$ cat src/rtl/uart_pkg.sv
// Shared constants for the 8N1 UART transceiver: oversampling ratio and frame geometry.
package uart_pkg;

  localparam int unsigned UART_OVERSAMPLE   = 16;
  localparam int unsigned UART_DATA_BITS    = 8;
  localparam int unsigned UART_SAMPLE_POINT = 7;
  localparam int unsigned UART_FRAME_BITS   = 10;

  typedef logic [3:0] uart_cnt_t;

endpackage

$ cat src/rtl/uart_baud_gen.sv
// Free-running oversample tick generator: one-cycle tick every divisor clocks.
module uart_baud_gen (
  input  logic        sys_clk,
  input  logic        sys_rst,
  input  logic [15:0] divisor,
  output logic        tick
);

  logic [15:0] cnt_q;

  assign tick = (cnt_q == 16'd0);

  // A new divisor is only picked up on reload, so the current period always completes.
  always_ff @(posedge sys_clk or posedge sys_rst) begin
    if (sys_rst) begin
      cnt_q <= 16'd0;
    end else if (tick) begin
      cnt_q <= divisor - 16'd1;
    end else begin
      cnt_q <= cnt_q - 16'd1;
    end
  end

endmodule

$ cat src/rtl/uart_transceiver_core.sv
// Full-duplex 8N1 UART with independent RX and TX engines sharing one 16x oversample tick.
module uart_transceiver_core
  import uart_pkg::*;
(
  input  logic        sys_clk,
  input  logic        sys_rst,
  input  logic        uart_rx,
  output logic        uart_tx,
  input  logic [15:0] divisor,
  output logic [7:0]  rx_data,
  output logic        rx_done,
  input  logic [7:0]  tx_data,
  input  logic        tx_wr,
  output logic        tx_done,
  output logic        rx_break
);

  localparam uart_cnt_t SampleCnt = uart_cnt_t'(UART_SAMPLE_POINT);
  localparam uart_cnt_t LastCnt   = uart_cnt_t'(UART_OVERSAMPLE - 1);
  localparam uart_cnt_t DataBits  = uart_cnt_t'(UART_DATA_BITS);
  localparam uart_cnt_t StopIdx   = uart_cnt_t'(UART_FRAME_BITS - 1);

  logic tick;

  uart_baud_gen u_baud_gen (
    .sys_clk (sys_clk),
    .sys_rst (sys_rst),
    .divisor (divisor),
    .tick    (tick)
  );

  // Two-flop synchronizer; resets to the idle-high line level.
  logic rx_meta_q, rx_s_q;

  always_ff @(posedge sys_clk or posedge sys_rst) begin
    if (sys_rst) begin
      rx_meta_q <= 1'b1;
      rx_s_q    <= 1'b1;
    end else begin
      rx_meta_q <= uart_rx;
      rx_s_q    <= rx_meta_q;
    end
  end

  logic       rx_busy_q;
  uart_cnt_t  rx_cnt16_q, rx_bitcnt_q;
  logic [7:0] rx_shift_q, rx_data_q;
  logic       rx_done_q, rx_break_q;

  always_ff @(posedge sys_clk or posedge sys_rst) begin
    if (sys_rst) begin
      rx_busy_q   <= 1'b0;
      rx_cnt16_q  <= '0;
      rx_bitcnt_q <= '0;
      rx_shift_q  <= 8'h00;
      rx_data_q   <= 8'h00;
      rx_done_q   <= 1'b0;
      rx_break_q  <= 1'b0;
    end else begin
      rx_done_q  <= 1'b0;
      rx_break_q <= 1'b0;
      if (tick) begin
        if (!rx_busy_q) begin
          if (!rx_s_q) begin
            rx_busy_q   <= 1'b1;
            rx_cnt16_q  <= '0;
            rx_bitcnt_q <= '0;
          end
        end else begin
          rx_cnt16_q <= rx_cnt16_q + 4'd1;
          if (rx_cnt16_q == SampleCnt) begin
            if (rx_bitcnt_q == '0) begin
              // Start bit must still be low at its centre, otherwise it was a glitch.
              if (rx_s_q) begin
                rx_busy_q <= 1'b0;
              end else begin
                rx_bitcnt_q <= 4'd1;
              end
            end else if (rx_bitcnt_q <= DataBits) begin
              rx_shift_q  <= {rx_s_q, rx_shift_q[7:1]};
              rx_bitcnt_q <= rx_bitcnt_q + 4'd1;
            end else begin
              rx_busy_q <= 1'b0;
              if (rx_s_q) begin
                rx_data_q <= rx_shift_q;
                rx_done_q <= 1'b1;
              end else if (rx_shift_q == 8'h00) begin
                rx_break_q <= 1'b1;
              end
            end
          end
        end
      end
    end
  end

  logic       tx_busy_q;
  uart_cnt_t  tx_cnt16_q, tx_bitcnt_q;
  logic [8:0] tx_shift_q;
  logic       tx_q, tx_done_q;

  always_ff @(posedge sys_clk or posedge sys_rst) begin
    if (sys_rst) begin
      tx_busy_q   <= 1'b0;
      tx_cnt16_q  <= '0;
      tx_bitcnt_q <= '0;
      tx_shift_q  <= 9'h000;
      tx_q        <= 1'b1;
      tx_done_q   <= 1'b0;
    end else begin
      tx_done_q <= 1'b0;
      if (!tx_busy_q) begin
        if (tx_wr) begin
          tx_shift_q  <= {1'b1, tx_data};
          tx_q        <= 1'b0;
          tx_busy_q   <= 1'b1;
          tx_cnt16_q  <= '0;
          tx_bitcnt_q <= '0;
        end
      end else if (tick) begin
        tx_cnt16_q <= tx_cnt16_q + 4'd1;
        if (tx_cnt16_q == LastCnt) begin
          // Shift register carries the stop bit in its MSB, so bit 9 leaves the line high.
          if (tx_bitcnt_q < StopIdx) begin
            tx_q        <= tx_shift_q[0];
            tx_shift_q  <= {1'b0, tx_shift_q[8:1]};
            tx_bitcnt_q <= tx_bitcnt_q + 4'd1;
          end else begin
            tx_busy_q <= 1'b0;
            tx_done_q <= 1'b1;
          end
        end
      end
    end
  end

  assign uart_tx  = tx_q;
  assign rx_data  = rx_data_q;
  assign rx_done  = rx_done_q;
  assign rx_break = rx_break_q;
  assign tx_done  = tx_done_q;

endmodule

$ cat config.mk
export PLATFORM = sky130hd
export DESIGN_NAME = uart_transceiver_core
export DESIGN_NICKNAME = d
export VERILOG_FILES = /design/src/rtl/uart_pkg.sv /design/src/rtl/uart_baud_gen.sv /design/src/rtl/uart_transceiver_core.sv
export SDC_FILE = /design/constraint.sdc
export NUM_CORES = 1
export LEC_CHECK = 0
export CAP_MARGIN = 20
export CORE_ASPECT_RATIO = 0.75
export CORE_MARGIN = 2
export CORE_UTILIZATION = 55
export CTS_CLUSTER_DIAMETER = 40
export DETAILED_ROUTE_END_ITERATION = 10
export HOLD_SLACK_MARGIN = 0.05
export PLACE_DENSITY = 0.8
export SYNTH_ARGS = -nofsm -noshare
export SYNTH_HDL_FRONTEND = slang
export SYNTH_SLANG_ARGS = --single-unit
$ cat constraint.sdc
create_clock -name sys_clk -period 3.45 [get_ports sys_clk]
set_input_delay 0.5175 -clock sys_clk [delete_from_list [all_inputs] [get_ports sys_clk]]
set_output_delay 0.5175 -clock sys_clk [all_outputs]
set_load 0.1 [all_outputs]
==> results.md <==
Run status:
- The flow ran to the end, and the final reports show no timing, DRC or antenna violations.

Floorplanning:
- After floorplanning, the core was sized to cover 5410 um2.
- The count of standard-cell rows is 23.
- The floorplan step set the die height to just under 70 um.
- The number of top-level design ports is 40.
- The die is about 90 um wide.
- The initial utilization of the core area, before any placement, comes to 58.0%.
- The die area is around 6300 um2.

Place:
- The count of port buffers added during placement is 39.
- The half-perimeter wire length of the detailed placement result is 4.39 mm.
- Routability-driven placement finished with a final weighted congestion of ~0.93.
- Prior to clock tree synthesis, the placed netlist has a worst setup slack of 0.799 ns.

Worst setup path:
- The critical-path cell with the highest stage delay is sky130_fd_sc_hd__nor4_1.
- The end of the worst register-to-register path is u_baud_gen.cnt_q[8].
- The worst register-to-register path begins at u_baud_gen.cnt_q[10].
- The path length in cells of the critical path is 10.
- The register-to-register path setup slack is ~0.62 ns.
- The kind of cell adding the most delay to the critical path is simple AND/OR/NAND/NOR gates.
- Of all nets on the critical path, the largest fanout is 16.
- The required time at the endpoint of the critical path is between 3 and 4 ns.
- The delay of the slowest critical-path stage is about 0.57 ns.
- The kind of launch point of the worst setup path is a flop.
- The type of element capturing the critical path is a flop.
- The critical path start-end classification is reg2reg.
- Counting both buffers and inverters, the worst setup path holds a total of 1.
- The signal on the critical path passes through nor4_1 -> nand4_1 -> nor2_1 -> buf_4 -> a21oi_1 -> ha_1 -> nand2_1 -> a21o_1 -> or2_2 -> xor2_1.
- At the worst endpoint, the arrival time is 3.10 ns.
- The depth of the worst register-to-register path is 10.

Yosys:
- The part of the Yosys area used for sequential elements is about half.
- In this run, synthesis inferred 0 flip-flops with an integrated enable.
- Summed over all instances, the cell type with the most area after synthesis is sky130_fd_sc_hd__dfrtp_1.
- The synthesized netlist occupies a cell area of approximately 3100 um2.
- The post-synthesis instance total is 309.
- When the netlist entered floorplanning its net count stood at between 300 and 400.
- For this run, the leading register cell type out of synthesis is sky130_fd_sc_hd__dfrtp_1.
- The synthesis warning total is 0.
- A synthesized cell averages between 10 and 15 um2.
- The flop and latch count out of synthesis is between 60 and 70.
- After synthesis, the cell types taking the most area are sky130_fd_sc_hd__dfrtp_1 49%, sky130_fd_sc_hd__mux2_2 5.7%, sky130_fd_sc_hd__nand2_1 4.8%.
- The distinct cell type count after synthesis is just under 50.
- The area share of the largest cell type after synthesis is between 40% and 50%.
- The async set-reset flop share out of synthesis is 100%.

Power:
- The leakage power figure is roughly 1.7 nW.
- VDD sags by at most about 280 uV.
- The areal power density over the cells is 426 nW/um2.

Global routing:
- Entering global routing, the biggest net connects 66 pins.
- The via count of the first global-routing pass is about 2300.
- Global routing finished with a remaining overflow of 0.
- The wire length of the first global-routing pass is 10.5 mm.
- The total global-route track usage is roughly a fifth.
- The number of antenna violations at the first check in global routing is 0.

STA:
- At the pin with the least slew margin, the transition time is ~0.98 ns.
- The final count of hold timing violations is 0.
- Setup repair after global routing left no endpoint under its margin.
- Summed over all failing endpoints, the final setup total negative slack is 0 ns.
- For the final database, setup skew stands at approximately 0.0071 ns.
- The routed design could run at a clock period as short as between 2 and 3 ns.
- The number of setup violations in the final report is 0.
- The final cycle utilization of the critical path is around 82%.
- The highest attainable clock frequency is about 0.35 GHz.
- The count of final max-slew check failures came to 0.
- Hold is met by roughly 0.36 ns.
- Measured against its own limit, the worst slew margin works out to between 30% and 40%.
- The final worst-path setup slack is about 0.62 ns.

Routing:
- The detailed-route wire length per cell is 14.7 um.
- The total via count in the routed design is 2501.
- For this run, design rule violations remaining after detail routing come to 0.
- The number of vias per cell is between 5 and 6.
- The final layout contains routed wiring with a total length of about 6.4 mm.
- The count of nets left with antenna violations after detail routing is 0.
- The pre-antenna-repair detailed-routing pass consisted of 4 iterations.
- The number of violations reported at the end of detailed-routing iteration 0 is between 100 and 150.

Min path:
- The path class of the tightest hold or removal check is reg2reg.
- The worst hold path passes through 0 cells.
- The worst hold path startpoint is rx_meta_q.
- The worst hold path terminates at rx_s_q.

CTS:
- Clock-pin slew was measured on the worst setup and hold paths at around 0.080 ns.
- The root buffer cell is sky130_fd_sc_hd__clkbuf_8.
- The maximum number of buffers from clock root to sink is 2.
- Buffers added to address setup during post-CTS repair amount to 0.
- Clock tree synthesis found a total of between 60 and 70 sinks.
- The quantity of gates resized following cts is 0.
- The clock tree from TritonCTS is done.
- TritonCTS created 9 clock buffers.
- CTS built an H-tree with a depth of 3.
- For the worst-skew pair, the clock arrives at the later sink with an insertion delay of roughly 0.35 ns.
- The number of hold buffers added after cts is 0.

Layout:
- The number of antenna diodes in the final layout is 0.
- The area growth from synthesis to layout is 22.9%.
- The layout cell share with drive strength beyond 1 is 13.3%.
- The count of nets after finishing is approximately 400.
- Leaving out fill and tap cells, the most frequent cell in the layout is sky130_fd_sc_hd__dfrtp_1.
- Leaving out fill and tap cells, the most frequent cells in the layout are 62 x sky130_fd_sc_hd__dfrtp_1, 40 x sky130_fd_sc_hd__nand2_1, 39 x sky130_fd_sc_hd__clkdlybuf4s50_1, 26 x sky130_fd_sc_hd__o21ai_0.

Run:
- The number of max-cap violations is 0.
==> registers in the layout, indices dropped and copies added (netlist names), 4 cells and up <==
register and flops:
rx_cnt16_q 4, tx_shift_q 9, rx_bitcnt_q 4, rx_data 8
u_baud_gen.cnt_q 16, rx_shift_q 8, tx_bitcnt_q 4, tx_cnt16_q 4
==> worst max path at each step <==
| stage | from | slack [ns] | to |
|---|---|---|---|
| 2_1_floorplan | u_baud_gen.cnt_q[10] | 0.86 | u_baud_gen.cnt_q[8] |
| 3_3_place_gp | divisor[6] | 0.84 | u_baud_gen.cnt_q[15] |
| 3_5_place_dp | divisor[6] | 0.80 | u_baud_gen.cnt_q[15] |
| 4_1_cts | u_baud_gen.cnt_q[10] | 0.72 | u_baud_gen.cnt_q[8] |
| 5_1_grt | u_baud_gen.cnt_q[10] | 0.43 | u_baud_gen.cnt_q[8] |
| 6_report | u_baud_gen.cnt_q[10] | 0.62 | u_baud_gen.cnt_q[8] |
==> layout make-up <==
class                      instances  area, um2
timing repair buffer              44        428
inverter                          14       52.6
fill                             432       1560
multi-input combinational        222       1420
sequential                        65       1630
tap                               75       93.8
clock inverter                     7        104
clock buffer                       9        124
==> power by group <==
| part | switching, W | leakage [nW] | internal (W) |
|---|---|---|---|
| combinational | 0.0000579 | 0.803 | 0.0000521 |
| sequential | 0.0000179 | 0.829 | 0.000787 |
| clock | 0.000313 | 0.114 | 0.000414 |
==> cells by family (layout without fill, tap and decap cells) <==
group | count (synthesis) | count (layout) | synth area share (%)
and+or+nand+nor | 108 | 108 | 16.8
muxes | 26 | 26 | 8.94
adders and majority gates | 7 | 7 | 2.79
DFF | 65 | 65 | 52.0
xor gates and xnor gates | 12 | 12 | 3.35
buffers and inverters | 22 | 74 | 2.71
AOI/OAI and AO/OA | 69 | 69 | 13.5
==> worst register-to-register path, delay by kind of cell (launching register included) <==
kind,cells,cell delay (ns)
buf+inv,1,0.24
flops,1,0.40
compound gates,2,0.39
xor+xnor,1,0.13
simple gates,5,1.34
fa+ha+maj,1,0.25
==> Yosys cell counts (all sizes together), types with 2 or more instances <==
library cell,number
or3,3
nor2b,2
nand3,14
xnor2,6
o211ai,3
nand2b,3
nand4,2
dfrtp,62
inv,14
a31oi,2
clkbuf,5
mux2i,10
mux2,16
and3,5
nor4,3
ha,7
o31ai,2
nor3,11
a21oi,17
xor2,6
o22ai,2
nor2,17
a21o,3
a22o,3
dfstp,3
nand2,40
o21ai,26
or2,3
buf,3
==> per-layer routing <==
metal  wire (um)  share of wire [%]  vias to the layer above  track usage [%]
li1            -                  -                     1199                -
met1        2980                 46                     1193             29.4
met2        2900                 45                       95             31.2
met3         437                6.8                       14             7.17
met4          96                1.5                        0             6.90
met5           0                  0                        -                0
==> through the flow <==
stage / utilization [%] / cell area [um2] / total power (W) / std cells
6_report: 71.2 / 3850 / 0.00164 / 436
5_1_grt: 71.2 / 3850 / 0.00171 / 436
4_1_cts: 71.1 / 3850 / 0.00165 / 435
3_5_place_dp: 66.9 / 3620 / 0.000929 / 419
3_3_place_gp: 66.9 / 3620 / 0.000925 / 419
2_1_floorplan: - / 3140 / 0.000874 / 309
(Power assumes the default switching activity.)
